File: config.mk
export PLATFORM = sky130hd
export DESIGN_NAME = mult_stream_pipe
export DESIGN_NICKNAME = d
export VERILOG_FILES = /design/src/rtl/mult_stream_pkg.sv /design/src/rtl/sync_fifo.sv /design/src/rtl/mult_stream_pipe.sv
export SDC_FILE = /design/constraint.sdc
export NUM_CORES = 1
export LEC_CHECK = 0
export BUFFER_PORTS_ARGS = -buffer_cell sky130_fd_sc_hd__buf_2
export CORE_UTILIZATION = 30
export CTS_BUF_LIST = sky130_fd_sc_hd__clkbuf_4 sky130_fd_sc_hd__clkbuf_8
export DETAILED_ROUTE_END_ITERATION = 7
export GPL_TIMING_DRIVEN = 1
export REMOVE_ABC_BUFFERS = 1
export SKIP_LAST_GASP = 1
export SYNTH_ARGS = -nofsm -noshare
export SYNTH_HDL_FRONTEND = slang
export SYNTH_SLANG_ARGS = --single-unit
File: constraint.sdc
create_clock -name CLK -period 4.6 [get_ports CLK]
set_input_delay 0.23 -clock CLK [delete_from_list [all_inputs] [get_ports CLK]]
set_output_delay 0.23 -clock CLK [all_outputs]
set_load 0.01 [all_outputs]
File: src/rtl/mult_stream_pkg.sv
// Shared defaults and helpers for the streaming multiply stage.
// Holds count-width sizing and the saturation limit used by the optional statistics counters.
package mult_stream_pkg;

  localparam int AW_DEF         = 8;
  localparam int DEPTH_LOG2_DEF = 4;
  localparam int MUL_LAT_DEF    = 2;

  localparam logic [31:0] CNT_SAT = 32'hFFFF_FFFF;

  // An occupancy count must represent 0..2^depth_log2 inclusive, hence the extra bit.
  function automatic int cnt_w(input int depth_log2);
    return depth_log2 + 1;
  endfunction

endpackage

File: src/rtl/sync_fifo.sv
// Synchronous FIFO with a registered read port: a read registers data and pulses vld_o one edge later.
// Writes while full are dropped (over_o pulses) and reads while empty are ignored (under_o pulses).
module sync_fifo
  import mult_stream_pkg::*;
#(
  parameter int W          = 16,
  parameter int DEPTH_LOG2 = DEPTH_LOG2_DEF
) (
  input  logic                  clk_i,
  input  logic                  rst_i,
  input  logic                  wr_i,
  input  logic [W-1:0]          din_i,
  input  logic                  rd_i,
  output logic [W-1:0]          dout_o,
  output logic                  vld_o,
  output logic                  full_o,
  output logic                  empty_o,
  output logic [DEPTH_LOG2:0]   count_o,
  output logic                  over_o,
  output logic                  under_o
);

  localparam int              CW    = cnt_w(DEPTH_LOG2);
  localparam logic [CW-1:0]   DEPTH = CW'(2 ** DEPTH_LOG2);

  logic [W-1:0]          mem_q [2 ** DEPTH_LOG2];
  logic [DEPTH_LOG2-1:0] wptr_q, wptr_d;
  logic [DEPTH_LOG2-1:0] rptr_q, rptr_d;
  logic [CW-1:0]         count_q, count_d;
  logic [W-1:0]          dout_q, dout_d;
  logic                  vld_q, over_q, under_q;
  logic                  wr_ok, rd_ok;

  // FULL/EMPTY come straight from the registered count, so they reflect the state before the edge.
  assign full_o  = (count_q == DEPTH);
  assign empty_o = (count_q == '0);
  assign wr_ok   = wr_i & ~full_o;
  assign rd_ok   = rd_i & ~empty_o;

  always_comb begin
    wptr_d  = wptr_q;
    rptr_d  = rptr_q;
    count_d = count_q;
    dout_d  = dout_q;
    if (wr_ok) begin
      wptr_d = wptr_q + DEPTH_LOG2'(1);
    end
    if (rd_ok) begin
      rptr_d = rptr_q + DEPTH_LOG2'(1);
      dout_d = mem_q[rptr_q];
    end
    case ({wr_ok, rd_ok})
      2'b10:   count_d = count_q + CW'(1);
      2'b01:   count_d = count_q - CW'(1);
      default: count_d = count_q;
    endcase
  end

  always_ff @(posedge clk_i) begin
    if (wr_ok) begin
      mem_q[wptr_q] <= din_i;
    end
  end

  always_ff @(posedge clk_i) begin
    if (rst_i) begin
      wptr_q  <= '0;
      rptr_q  <= '0;
      count_q <= '0;
      dout_q  <= '0;
      vld_q   <= 1'b0;
      over_q  <= 1'b0;
      under_q <= 1'b0;
    end else begin
      wptr_q  <= wptr_d;
      rptr_q  <= rptr_d;
      count_q <= count_d;
      dout_q  <= dout_d;
      vld_q   <= rd_ok;
      over_q  <= wr_i & full_o;
      under_q <= rd_i & empty_o;
    end
  end

  assign dout_o  = dout_q;
  assign vld_o   = vld_q;
  assign count_o = count_q;
  assign over_o  = over_q;
  assign under_o = under_q;

endmodule

File: src/rtl/mult_stream_pipe.sv
// Input FIFO -> MUL_LAT-stage multiplier -> output FIFO; WR-to-VALID is MUL_LAT+3 edges with RD high.
// Credit on out_count+inflight stalls only the admission pop; MSP_STAT_EN adds RESULT_CNT/STALL_CNT.
module mult_stream_pipe
  import mult_stream_pkg::*;
#(
  parameter int AW         = AW_DEF,
  parameter int DEPTH_LOG2 = DEPTH_LOG2_DEF,
  parameter int MUL_LAT    = MUL_LAT_DEF,
  parameter int SIGNED     = 0
) (
  input  logic            CLK,
  input  logic            RST,
  input  logic [2*AW-1:0] DIN,
  input  logic            WR,
  output logic            FULL,
  output logic            OVER,
  input  logic            RD,
  output logic [2*AW-1:0] DOUT,
  output logic            VALID,
  output logic            EMPTY,
  output logic            UNDER,
  output logic [31:0]     RESULT_CNT,
  output logic [31:0]     STALL_CNT
);

  localparam int DW = 2 * AW;
  localparam int CW = cnt_w(DEPTH_LOG2);

  logic [DW-1:0]      op_dat;
  logic               op_vld;
  logic               in_empty;
  logic [CW-1:0]      in_count;
  logic               in_under;
  logic [CW-1:0]      out_count;
  logic               out_full;
  logic               out_over;
  logic [DW-1:0]      a_ext, b_ext, prod_d;
  logic [DW-1:0]      prod_q [MUL_LAT];
  logic [MUL_LAT-1:0] pvld_q;
  logic [31:0]        inflight;
  logic               credit_ok, pop;

  sync_fifo #(
    .W          (DW),
    .DEPTH_LOG2 (DEPTH_LOG2)
  ) u_ififo (
    .clk_i   (CLK),
    .rst_i   (RST),
    .wr_i    (WR),
    .din_i   (DIN),
    .rd_i    (pop),
    .dout_o  (op_dat),
    .vld_o   (op_vld),
    .full_o  (FULL),
    .empty_o (in_empty),
    .count_o (in_count),
    .over_o  (OVER),
    .under_o (in_under)
  );

  // Credit covers every word already committed downstream: the read stage plus all multiplier stages.
  always_comb begin
    inflight = 32'(op_vld);
    for (int k = 0; k < MUL_LAT; k++) begin
      inflight = inflight + 32'(pvld_q[k]);
    end
  end

  assign credit_ok = (32'(out_count) + inflight) < (32'd1 << DEPTH_LOG2);
  assign pop       = ~in_empty & credit_ok;

  always_comb begin
    if (SIGNED != 0) begin
      a_ext = {{AW{op_dat[DW-1]}}, op_dat[DW-1:AW]};
      b_ext = {{AW{op_dat[AW-1]}}, op_dat[AW-1:0]};
    end else begin
      a_ext = {{AW{1'b0}}, op_dat[DW-1:AW]};
      b_ext = {{AW{1'b0}}, op_dat[AW-1:0]};
    end
  end

  // Low DW bits of the DW-wide product are exact for both signed and unsigned operands.
  assign prod_d = a_ext * b_ext;

  always_ff @(posedge CLK) begin
    if (RST) begin
      pvld_q <= '0;
      for (int k = 0; k < MUL_LAT; k++) begin
        prod_q[k] <= '0;
      end
    end else begin
      pvld_q[0] <= op_vld;
      prod_q[0] <= prod_d;
      for (int k = 1; k < MUL_LAT; k++) begin
        pvld_q[k] <= pvld_q[k-1];
        prod_q[k] <= prod_q[k-1];
      end
    end
  end

  sync_fifo #(
    .W          (DW),
    .DEPTH_LOG2 (DEPTH_LOG2)
  ) u_ofifo (
    .clk_i   (CLK),
    .rst_i   (RST),
    .wr_i    (pvld_q[MUL_LAT-1]),
    .din_i   (prod_q[MUL_LAT-1]),
    .rd_i    (RD),
    .dout_o  (DOUT),
    .vld_o   (VALID),
    .full_o  (out_full),
    .empty_o (EMPTY),
    .count_o (out_count),
    .over_o  (out_over),
    .under_o (UNDER)
  );

`ifdef MSP_STAT_EN
  logic [31:0] result_cnt_q, result_cnt_d;
  logic [31:0] stall_cnt_q, stall_cnt_d;

  always_comb begin
    result_cnt_d = result_cnt_q;
    stall_cnt_d  = stall_cnt_q;
    if (pvld_q[MUL_LAT-1] && (result_cnt_q != CNT_SAT)) begin
      result_cnt_d = result_cnt_q + 32'd1;
    end
    if (!in_empty && !credit_ok && (stall_cnt_q != CNT_SAT)) begin
      stall_cnt_d = stall_cnt_q + 32'd1;
    end
  end

  always_ff @(posedge CLK) begin
    if (RST) begin
      result_cnt_q <= '0;
      stall_cnt_q  <= '0;
    end else begin
      result_cnt_q <= result_cnt_d;
      stall_cnt_q  <= stall_cnt_d;
    end
  end

  assign RESULT_CNT = result_cnt_q;
  assign STALL_CNT  = stall_cnt_q;
`else
  assign RESULT_CNT = 32'h0;
  assign STALL_CNT  = 32'h0;
`endif

  // Status the top has no use for: input underflow cannot occur and output overflow is prevented by credit.
  logic unused_status;
  assign unused_status = &{1'b0, in_under, in_count, out_full, out_over};

endmodule
==> impl_metrics.ini <==
[run_status]
outcome = finished clean

[critical_path]
cpPeakStageDelay_ps = 540
critPathLaunchType = flip-flop
cp_cell_sequence = nand2_1, fa_1, fa_1, inv_1, fa_1, inv_1, fa_1, inv_1, ha_1, o21a_1, and2_1, a2111oi_1, mux2_2
rr_startpoint = u_ififo.dout_o[12]
worst-path-buf-inv = 3
slowest_stage = fa_1
cp_max_fo = 9
worstPathArrival_ps = 4950
crit_top_cell = fa_1
worst_setup_path_end_kind = flip-flop
crit_type = flip-flop to flip-flop
critical_path.top_delay_family = adder cells
cp.required_ps = 5150
crit_start = u_ififo.dout_o[12]

[logic_synthesis]
synth.most_common_cell = edfxtp_1
synth_common_cells = edfxtp_1, mux4_2, dfxtp_1
synth_edf_count = 512
async_flop_share = 0
yosys_warnings = 0
avgSynthCellArea_sq_um = 17.2
yosys-top-cells-area = edfxtp_1, mux4_2, dfxtp_1, fa_1, ha_1
ys_seq_elements = 608
synth_top_cell_area_share = 0.599
synth_cell_types = 50
synth_top_area_cell = edfxtp_1
ys.flop_type = edfxtp_1
syn_area_sq_um = 25700
yosysSeqAreaShare = 0.674
syn_inst = 1496

[worst_hold_path]
holdCritStartpoint = WR
hp-class = input port to flip-flop

[route]
via_per_inst = 4.49
wl_microns = 51900
final_antenna_net_count = 0
wl_per_cell_microns = 18.3
vias = 12754
detail_route.first_pass.iterations = 4
drc = 0
drtIter0Drc = 760

[grt]
grt_pass1_vias = 13504
grt_antenna_before_repair = 2
gr-total-overflow = 0
grt_max_degree = 56
grt_first_pass_wirelength_microns = 79700
grt_usage = 0.121

[pwr]
intPower_w = 0.0102
ir_worst_vdd_uv = 241
p_seq_frac = 0.480
p_sw_w = 0.00385
power_frac_comb = 0.194
p_sw_frac = 0.275
clock_power_share = 0.326
power_density_nw_per_um2 = 478
p_leak_nw = 10.0

[floorplan]
dieArea_sq_um = 86800
die_w_microns = 295
ios = 105
core_sq_um = 84200
die_h_microns = 295
num_rows = 106
start_util = 0.305

[clock_network]
cts-root-buf = clkbuf_8
cts.sink_count = 608
postCtsSetupRepairBufs = 0
cts_tree = done
numCtsBuffers = 94
cts.clk_slew.worst_paths_ps = 70
h-tree-depth = 3
clock_latency_ps = 690
clock_path_buffers = 3

[sta]
fin_worst_skew_ps = 31.2
max_freq_ghz = 0.227
rsz0062_at_grt = no
fin_crit_ps = 4400
setup_viol = 0
slew_viol_final = 0
setup_tns_ps = 0
period_share = 0.957
relSlewSlack = 0.278
hold_viol = 0
tightest_slew_ps = 1080

[job]
cap_violations = 0

[cells_and_area]
area_delta_synth_final_pct = 14.1
postLayoutCellArea_sq_um = 29300
fin_nets = 1746
drive_above_1_share = 0.235

[place]
portBuffers = 40
dpl_cell_area_sq_um = 27200
hpwl_microns = 29700
place_congestion = 0.788
state kept, by name, indices dropped and copies added (netlist names):
name             count
u_ofifo.mem_q      256
prod_q              32
u_ififo.rptr_q       4
u_ofifo.count_o      5
u_ofifo.rptr_q       4
u_ififo.over_o       1
u_ififo.count_o      5
u_ififo.mem_q      256
u_ififo.vld_o        1
u_ofifo.dout_o      16
u_ofifo.vld_o        1
u_ofifo.wptr_q       4
pvld_q               2
u_ofifo.under_o      1
u_ififo.dout_o      16
u_ififo.wptr_q       4
cell type report:
type,instances,area [sq um]
clock inverters,33,244
repair buffers,107,791
diodes,2,5.00
well taps,1134,1420
flip-flops and latches,608,17300
multi-input cells,754,7600
fillers,8042,54900
inverters,67,251
clock buffers,138,1670
through the flow:
stage / hold WS [ps] / utilization / total power (W) / std cells / setup WS, ps
floorplan: 297 / - / 0.00882 / 1429 / 355
global placement: 419 / 0.323 / 0.00953 / 2650 / 220
detailed placement: 422 / 0.323 / 0.00960 / 2650 / 142
CTS: 317 / 0.348 / 0.0142 / 2841 / 135
global route: 364 / 0.348 / 0.0148 / 2843 / 4.60
finish: 384 / 0.348 / 0.0140 / 2843 / 196
worst register-to-register path, cell delays in order, from the launching register on:
cell       delay (ps)
dfxtp_1           480
nand2_1           120
fa_1              500
fa_1              540
inv_1              50
fa_1              470
inv_1              50
fa_1              470
inv_1              40
ha_1              310
o21a_1            210
and2_1            180
a2111oi_1         470
mux2_2            390
what timing repair did:
action / in CTS / in global routing
hold endpoints to repair: 270 / 0
setup endpoints to repair: 0 / 1
resized for setup: 0 / 2
hold buffers: 20 / 0
cells by family after synthesis:
family          Yosys count  synth area share
buf+inv                 197            0.0410
compound gates          148            0.0391
mux                     169             0.129
simple gates            261            0.0541
xor+xnor                 18           0.00614
other cells               1          0.000146
fa+ha+maj                94            0.0572
flops                   608             0.674
metal layers:
layer / vias up / global-route usage / part of all wire
met5: - / 0 / 0
met4: 0 / 0.0353 / 0.018
met3: 85 / 0.0262 / 0.046
met2: 271 / 0.205 / 0.50
met1: 6546 / 0.155 / 0.43
li1: 5852 / - / -
path summary, 6_finish.rpt:
path	endpoint	slack [ps]	cells past startpoint
setup / recovery	prod_q[0][14]	200	13
hold / removal	u_ififo.over_o	380	3
setup reg to reg	prod_q[0][14]	200	13
hold reg to reg	prod_q[0][31]	430	1
placed cells by master, fill, tap and decap left out, types with 5 or more instances in the layout:
master / count
clkinvlp_4: 6
dfxtp_2: 6
ha_1: 55
dfxtp_1: 88
nor2b_1: 65
mux2i_1: 36
buf_2: 40
buf_4: 44
a211oi_1: 36
edfxtp_1: 512
mux4_2: 128
a21o_1: 5
xnor2_1: 7
clkbuf_4: 37
nor3_2: 8
fa_1: 39
a22o_1: 32
o21ai_0: 7
clkinv_1: 12
dlygate4sd3_1: 20
nand2_1: 29
conb_1: 64
inv_1: 67
clkinv_2: 11
and2_1: 53
a21oi_1: 53
nor2_1: 73
nor3_1: 7
mux2_2: 5
xor2_1: 11
clkbuf_8: 101
power groups by stage:
stage | Clock [W] | Combinational (W) | Sequential (W)
final | 0.00456 | 0.00272 | 0.00673
after global routing | 0.00493 | 0.00304 | 0.00679
after CTS | 0.00470 | 0.00277 | 0.00674
after detailed placement | 0 | 0.00274 | 0.00686
after global placement | 0 | 0.00270 | 0.00683
after floorplan | 0 | 0.00198 | 0.00685
Power figures use the tool's default switching activity.
